### config.mk
export PLATFORM = sky130hd
export DESIGN_NAME = out_pack_fifo
export DESIGN_NICKNAME = d
export VERILOG_FILES = /design/src/rtl/out_pack_fifo.sv
export SDC_FILE = /design/constraint.sdc
export NUM_CORES = 1
export LEC_CHECK = 0
export ABC_CLOCK_PERIOD_IN_PS = 2750
export CORE_MARGIN = 1.5
export CORE_UTILIZATION = 45
export CTS_CLUSTER_SIZE = 24
export DETAILED_ROUTE_END_ITERATION = 10
export PLACE_DENSITY_LB_ADDON = 0.15
export SETUP_SLACK_MARGIN = 0.1
export SLEW_MARGIN = 30
export SYNTH_ARGS = -nofsm -noshare
export SYNTH_HDL_FRONTEND = slang
export SYNTH_SLANG_ARGS = --single-unit
### constraint.sdc
create_clock -name clk -period 2.75 [get_ports clk]
set_input_delay 0.55 -clock clk [delete_from_list [all_inputs] [get_ports clk]]
set_output_delay 0.55 -clock clk [all_outputs]
set_load 0.02 [all_outputs]
### src/rtl/out_pack_fifo.sv
// out_pack_fifo: requantizes signed accumulator words to IO_DATA_WIDTH,
// packs them into groups of up to three lanes and queues the groups in a
// DEPTH-entry FIFO for an external bus driver.
//
// Ports:
//   clk, arst_n_in           clock (rising edge), async active-low reset
//   clear                    synchronous flush of packer, FIFO and sat_seen
//   shamt                    arithmetic right-shift amount (static while busy)
//   in_valid/in_ready/in_data/in_last   word input handshake; in_last closes a group
//   out_valid/out_ready      head-group handshake
//   out_1..out_3, out_lanes  head-group lanes and valid lane count (1..3)
//   drive_en                 bus drive request, equals out_valid
//   sat_seen                 sticky saturation flag
//
// Optional feature: define OUT_PACK_ROUND_EN for round-half-up before the shift.
module out_pack_fifo #(
    parameter int unsigned IO_DATA_WIDTH      = 16,
    parameter int unsigned ACCUMULATION_WIDTH = 32,
    parameter int unsigned DEPTH              = 4
) (
    input  logic                          clk,
    input  logic                          arst_n_in,
    input  logic                          clear,
    input  logic [4:0]                    shamt,
    input  logic                          in_valid,
    output logic                          in_ready,
    input  logic [ACCUMULATION_WIDTH-1:0] in_data,
    input  logic                          in_last,
    output logic                          out_valid,
    input  logic                          out_ready,
    output logic [IO_DATA_WIDTH-1:0]      out_1,
    output logic [IO_DATA_WIDTH-1:0]      out_2,
    output logic [IO_DATA_WIDTH-1:0]      out_3,
    output logic [1:0]                    out_lanes,
    output logic                          drive_en,
    output logic                          sat_seen
);

    localparam int unsigned IW = IO_DATA_WIDTH;
    localparam int unsigned AW = ACCUMULATION_WIDTH;
    localparam int unsigned XW = AW + 1;
    localparam int unsigned PW = (DEPTH > 1) ? $clog2(DEPTH) : 1;
    localparam int unsigned CW = PW + 1;

    // Saturation bounds at the extended width; ~(2^k-1) == -2^k.
    localparam logic signed [XW-1:0] SAT_HI = {{(XW-IW+1){1'b0}}, {(IW-1){1'b1}}};
    localparam logic signed [XW-1:0] SAT_LO = ~SAT_HI;

    logic [IW-1:0] mem_1 [DEPTH];
    logic [IW-1:0] mem_2 [DEPTH];
    logic [IW-1:0] mem_3 [DEPTH];
    logic [1:0]    mem_n [DEPTH];
    logic [PW-1:0] wr_ptr, rd_ptr;
    logic [CW-1:0] count;

    logic [IW-1:0] pk_1, pk_2;
    logic [1:0]    pk_cnt;
    logic          sat_q;

    logic                 accept, pop, close;
    logic signed [XW-1:0] ext, shf;
    logic [IW-1:0]        qword;
    logic                 qsat;
    logic [IW-1:0]        grp_1, grp_2, grp_3;
    logic [1:0]           grp_n;

    // Handshake decode; in_ready depends only on occupancy, clear and reset.
    always_comb begin
        in_ready = arst_n_in && !clear && (count < CW'(DEPTH));
        accept   = in_valid && in_ready;
        pop      = out_valid && out_ready && !clear;
        close    = accept && (in_last || (pk_cnt == 2'd2));
    end

    // Requantize: extend by one bit so rounding cannot wrap, shift, saturate.
    always_comb begin
        ext = {in_data[AW-1], in_data};
`ifdef OUT_PACK_ROUND_EN
        if (shamt != 5'd0) begin
            ext = ext + (XW'(1) << (shamt - 5'd1));
        end
`endif
        shf   = ext >>> shamt;
        qword = shf[IW-1:0];
        qsat  = 1'b0;
        if (shf > SAT_HI) begin
            qword = SAT_HI[IW-1:0];
            qsat  = 1'b1;
        end else if (shf < SAT_LO) begin
            qword = SAT_LO[IW-1:0];
            qsat  = 1'b1;
        end
    end

    // Closing group: buffered lanes plus the incoming word, unused lanes zero.
    always_comb begin
        grp_1 = (pk_cnt == 2'd0) ? qword : pk_1;
        grp_2 = (pk_cnt == 2'd0) ? '0 : ((pk_cnt == 2'd1) ? qword : pk_2);
        grp_3 = (pk_cnt == 2'd2) ? qword : '0;
        grp_n = 2'(pk_cnt + 2'd1);
    end

    // FIFO storage, pointers and occupancy.
    always_ff @(posedge clk or negedge arst_n_in) begin
        if (!arst_n_in) begin
            for (int i = 0; i < int'(DEPTH); i++) begin
                mem_1[i] <= '0;
                mem_2[i] <= '0;
                mem_3[i] <= '0;
                mem_n[i] <= '0;
            end
            wr_ptr <= '0;
            rd_ptr <= '0;
            count  <= '0;
        end else if (clear) begin
            wr_ptr <= '0;
            rd_ptr <= '0;
            count  <= '0;
        end else begin
            if (close) begin
                mem_1[wr_ptr] <= grp_1;
                mem_2[wr_ptr] <= grp_2;
                mem_3[wr_ptr] <= grp_3;
                mem_n[wr_ptr] <= grp_n;
                wr_ptr        <= PW'(wr_ptr + PW'(1));
            end
            if (pop) begin
                rd_ptr <= PW'(rd_ptr + PW'(1));
            end
            case ({close, pop})
                2'b10:   count <= CW'(count + CW'(1));
                2'b01:   count <= CW'(count - CW'(1));
                default: count <= count;
            endcase
        end
    end

    // Packer lanes and sticky saturation flag.
    always_ff @(posedge clk or negedge arst_n_in) begin
        if (!arst_n_in) begin
            pk_1   <= '0;
            pk_2   <= '0;
            pk_cnt <= '0;
            sat_q  <= 1'b0;
        end else if (clear) begin
            pk_cnt <= '0;
            sat_q  <= 1'b0;
        end else if (accept) begin
            if (close) begin
                pk_cnt <= '0;
            end else begin
                if (pk_cnt == 2'd0) begin
                    pk_1 <= qword;
                end else begin
                    pk_2 <= qword;
                end
                pk_cnt <= 2'(pk_cnt + 2'd1);
            end
            if (qsat) begin
                sat_q <= 1'b1;
            end
        end
    end

    // Head-entry view; lanes read zero while the FIFO is empty or in reset.
    always_comb begin
        out_valid = (count != '0);
        drive_en  = out_valid;
        sat_seen  = sat_q;
        out_1     = out_valid ? mem_1[rd_ptr] : '0;
        out_2     = out_valid ? mem_2[rd_ptr] : '0;
        out_3     = out_valid ? mem_3[rd_ptr] : '0;
        out_lanes = out_valid ? mem_n[rd_ptr] : '0;
    end

endmodule

==> metrics.cfg <==
[run_status]
outcome=finished, violations left
failed_checks=setup timing

[finish]
final_nets=1684
antennaDiodeCount=0
multi_input_area_um2=8460
synthToLayoutAreaGrowth_pct=41.7
final_cells=2047
fillers=2346
seqCellArea_um2=6060
drive_above_1_share=0.443

[setup_path]
reg2reg_depth=11
required_ns=3.14
worst_path_max_delay_cell=o41ai_4
critPathKind=primary input to flip-flop
path_delay_family=compound AO/OA/AOI/OAI gates
critPathLaunch=in_data[26]
max_stage_delay_ns=0.42
r2r_start=pk_cnt[0]
timing.reg2reg.setup_slack_ns=0.26
setup.worst_path.start_class=primary input
crit_arrival_ns=3.23
worstSetupEndpointType=flip-flop
crit_buf_inv=4
path_common_cell=buf_4
crit_fanout=5
path_cells=clkdlybuf4s15_2, mux2_2, buf_4, or3_1, nand4_1, o311ai_2, o41ai_4, buf_4, buf_6, o2111a_2, o31a_1, o21ai_1
r2r_end=mem_2[54]

[floorplan]
core_um2=30700
io_pins=97
die_h_um=180
die_x_um=180
fp-row-count=64
start_util=0.458
die_area_um2=32300

[grt]
track_usage=0.276
grt-ovfl-total=0
grt_pass1_vias=12500
grt_max_degree=182
grt_pass1_wl_mm=71.3
antenna_found_initial=0

[sta]
fin_skew_ns=0.0180
finalHoldViolCount=0
setup_ws_ns=-0.0902
finalCritPeriodShare=1.03
rsz0062_at_grt=true
fmax_ghz=0.352
setup_viol=56
slew_headroom=0.457
worst_pin_slew_ns=0.814
post-route-min-period_ns=2.84
slew_viol_final=0

[min_path]
hp-class=primary input to asynchronous set/reset pin

[power]
p_leak_nw=8.52
power_density_nw_per_um2=623
peakVddDrop_v=0.000401
power_w=0.0124

[cts]
htreeDepth=1
clkTransAtPathRegs_ns=0.06
clk_latency_ns=0.53
cts_buffer_depth=3
root_buffer=clkbuf_16
cts.sinks=242
cts_tree=yes
cts_buffers=26

[yosys]
syn-cell-area_um2=14100
synth_ff_type=dfrtp_1
ys_warn_count=0
synth.avg_cell_area_um2=10.3
async_flop_share=1.00
ys_ff_latch=242
synth_seq_area_share=0.431
synthDistinctLibCells=76
netlist_instances=1359
synth_edf_count=0
synth_nets=1410

[detailed_routing]
drc=0
vias_per_cell=6.02
vias=12300
drt-pass1-iter-count=5
drtIter0Drc=872
antenna_left=0
wire_per_inst_um=22.0
postRouteWirelength_mm=45.1

[placed_design]
port-buffer-count=96
dp_hpwl_mm=29.9
gp_congestion=0.913
placed_cells=1951

[run]
drv_cap=0

-- kinds of logic (layout without fill, tap and decap cells) --
logic type / Yosys count / count (layout) / synth area share
flip-flops: 242 / 242 / 0.431
AND/OR/NAND/NOR: 440 / 440 / 0.145
AO/OA/AOI/OAI: 342 / 342 / 0.166
XOR/XNOR: 5 / 5 / 0.00312
buffers and inverters: 144 / 436 / 0.0471
multiplexers: 178 / 178 / 0.201
adder cells (fa/ha/maj): 8 / 8 / 0.00766
-- metal layers --
| metal | GRT usage | vias up | share of wire |
|---|---|---|---|
| met5 | 0 | - | 0 |
| met4 | 0.0650 | 0 | 0.021 |
| met3 | 0.0233 | 75 | 0.044 |
| met2 | 0.487 | 396 | 0.51 |
| met1 | 0.369 | 6300 | 0.42 |
| li1 | - | 5548 | - |
-- worst max path at each step --
stage / depth (start not counted) / end
final: 12 / mem_1[27]
after global routing: 11 / mem_1[54]
after CTS: 6 / out_1[14]
after detailed placement: 9 / mem_1[22]
after global placement: 9 / mem_1[54]
after floorplan: 9 / mem_1[22]
-- power by group --
group	internal [W]	switching [W]
Clock	0.00211	0.00141
Sequential	0.00400	0.000278
Combinational	0.00235	0.00225
-- sequential cells by signal (all words and copies together), names as in the netlist, 3 cells and up --
name,count
pk_1,16
mem_2,64
mem_1,64
mem_n,8
count,3
pk_2,16
mem_3,64
-- area by class of cell --
| class | instances | area share |
|---|---|---|
| well taps | 396 | 0.0249 |
| multi-input cells | 973 | 0.425 |
| flip-flops and latches | 242 | 0.304 |
| clock buffers | 37 | 0.0383 |
| repair buffers | 378 | 0.200 |
| inverters | 12 | 0.00226 |
| clock inverters | 9 | 0.00490 |
-- what timing repair did --
item                       4_1_cts  5_1_grt
gates resized for setup        425      149
hold buffers                     0        0
pin swaps                       35       20
setup endpoints to repair      263      254
gates cloned                    10        3
buffers inserted                34        8
-- layout by cell type (no fill, tap or decap), types with 9 or more instances in the layout --
| master | n |
|---|---|
| nand2_1 | 256 |
| dfrtp_1 | 240 |
| buf_4 | 199 |
| mux4_2 | 79 |
| o21ai_1 | 74 |
| buf_6 | 72 |
| o221ai_2 | 55 |
| mux2i_1 | 53 |
| o21ai_2 | 49 |
| and2_4 | 47 |
| buf_12 | 45 |
| nor2_1 | 39 |
| o21ai_0 | 35 |
| clkbuf_16 | 30 |
| a21oi_1 | 28 |
| mux2_2 | 24 |
| clkdlybuf4s50_1 | 24 |
| mux2_4 | 15 |
| nor2b_1 | 14 |
| inv_1 | 12 |
| nand3b_1 | 11 |
| buf_2 | 11 |
| nand3_1 | 10 |
| a211oi_1 | 10 |
| and2_1 | 9 |
| o21ai_4 | 9 |
-- metrics by stage --
stage          setup TNS, ns  area [µm²]  hold slack, ns  utilization  worst slack, ns
2_1_floorplan         -52.91       14600           0.254            -           -0.399
3_3_place_gp         -168.08       17500           0.452        0.569           -0.901
3_5_place_dp         -177.39       17500           0.459        0.569           -0.959
4_1_cts                -1.13       19400           0.216        0.632          -0.0646
5_1_grt               -11.16       19900           0.242        0.649           -0.155
6_report               -1.17       19900           0.172        0.649          -0.0902
-- synthesized netlist by cell type, types with 4 or more instances --
cell type | count | share of area
nand2_1 | 260 | 0.069
dfrtp_1 | 242 | 0.43
o21ai_0 | 124 | 0.044
clkbuf_1 | 87 | 0.023
mux4_2 | 79 | 0.13
o221ai_1 | 63 | 0.039
mux2i_1 | 59 | 0.042
and2_1 | 56 | 0.025
nor2_1 | 40 | 0.011
mux2_2 | 39 | 0.031
o21ai_1 | 37 | 0.013
a21oi_1 | 29 | 0.010
buf_2 | 19 | 0.0068
nor2b_1 | 14 | 0.0062
a211oi_1 | 12 | 0.0064
inv_1 | 12 | 0.0032
nand3_1 | 12 | 0.0043
buf_1 | 11 | 0.0029
nand3b_1 | 11 | 0.0059
o31ai_1 | 11 | 0.0059
nand2b_1 | 8 | 0.0036
nand4_1 | 8 | 0.0036
nor4b_1 | 8 | 0.0050
buf_4 | 7 | 0.0037
ha_1 | 7 | 0.0062
o211ai_1 | 7 | 0.0037
o311ai_0 | 7 | 0.0044
buf_6 | 5 | 0.0040
a21oi_4 | 4 | 0.0046
a22o_1 | 4 | 0.0025
a32oi_1 | 4 | 0.0025
nor3_1 | 4 | 0.0014
nor3b_1 | 4 | 0.0021
o21ai_4 | 4 | 0.0046
-- worst reg2reg max path: cells and delay by family (launching register included) --
family / cells / cell delay (ns)
fa+ha+maj: 1 / 0.31
compound gates: 1 / 0.11
buf+inv: 4 / 0.57
flops: 1 / 0.45
simple gates: 5 / 0.99
(Power assumes the default switching activity.)
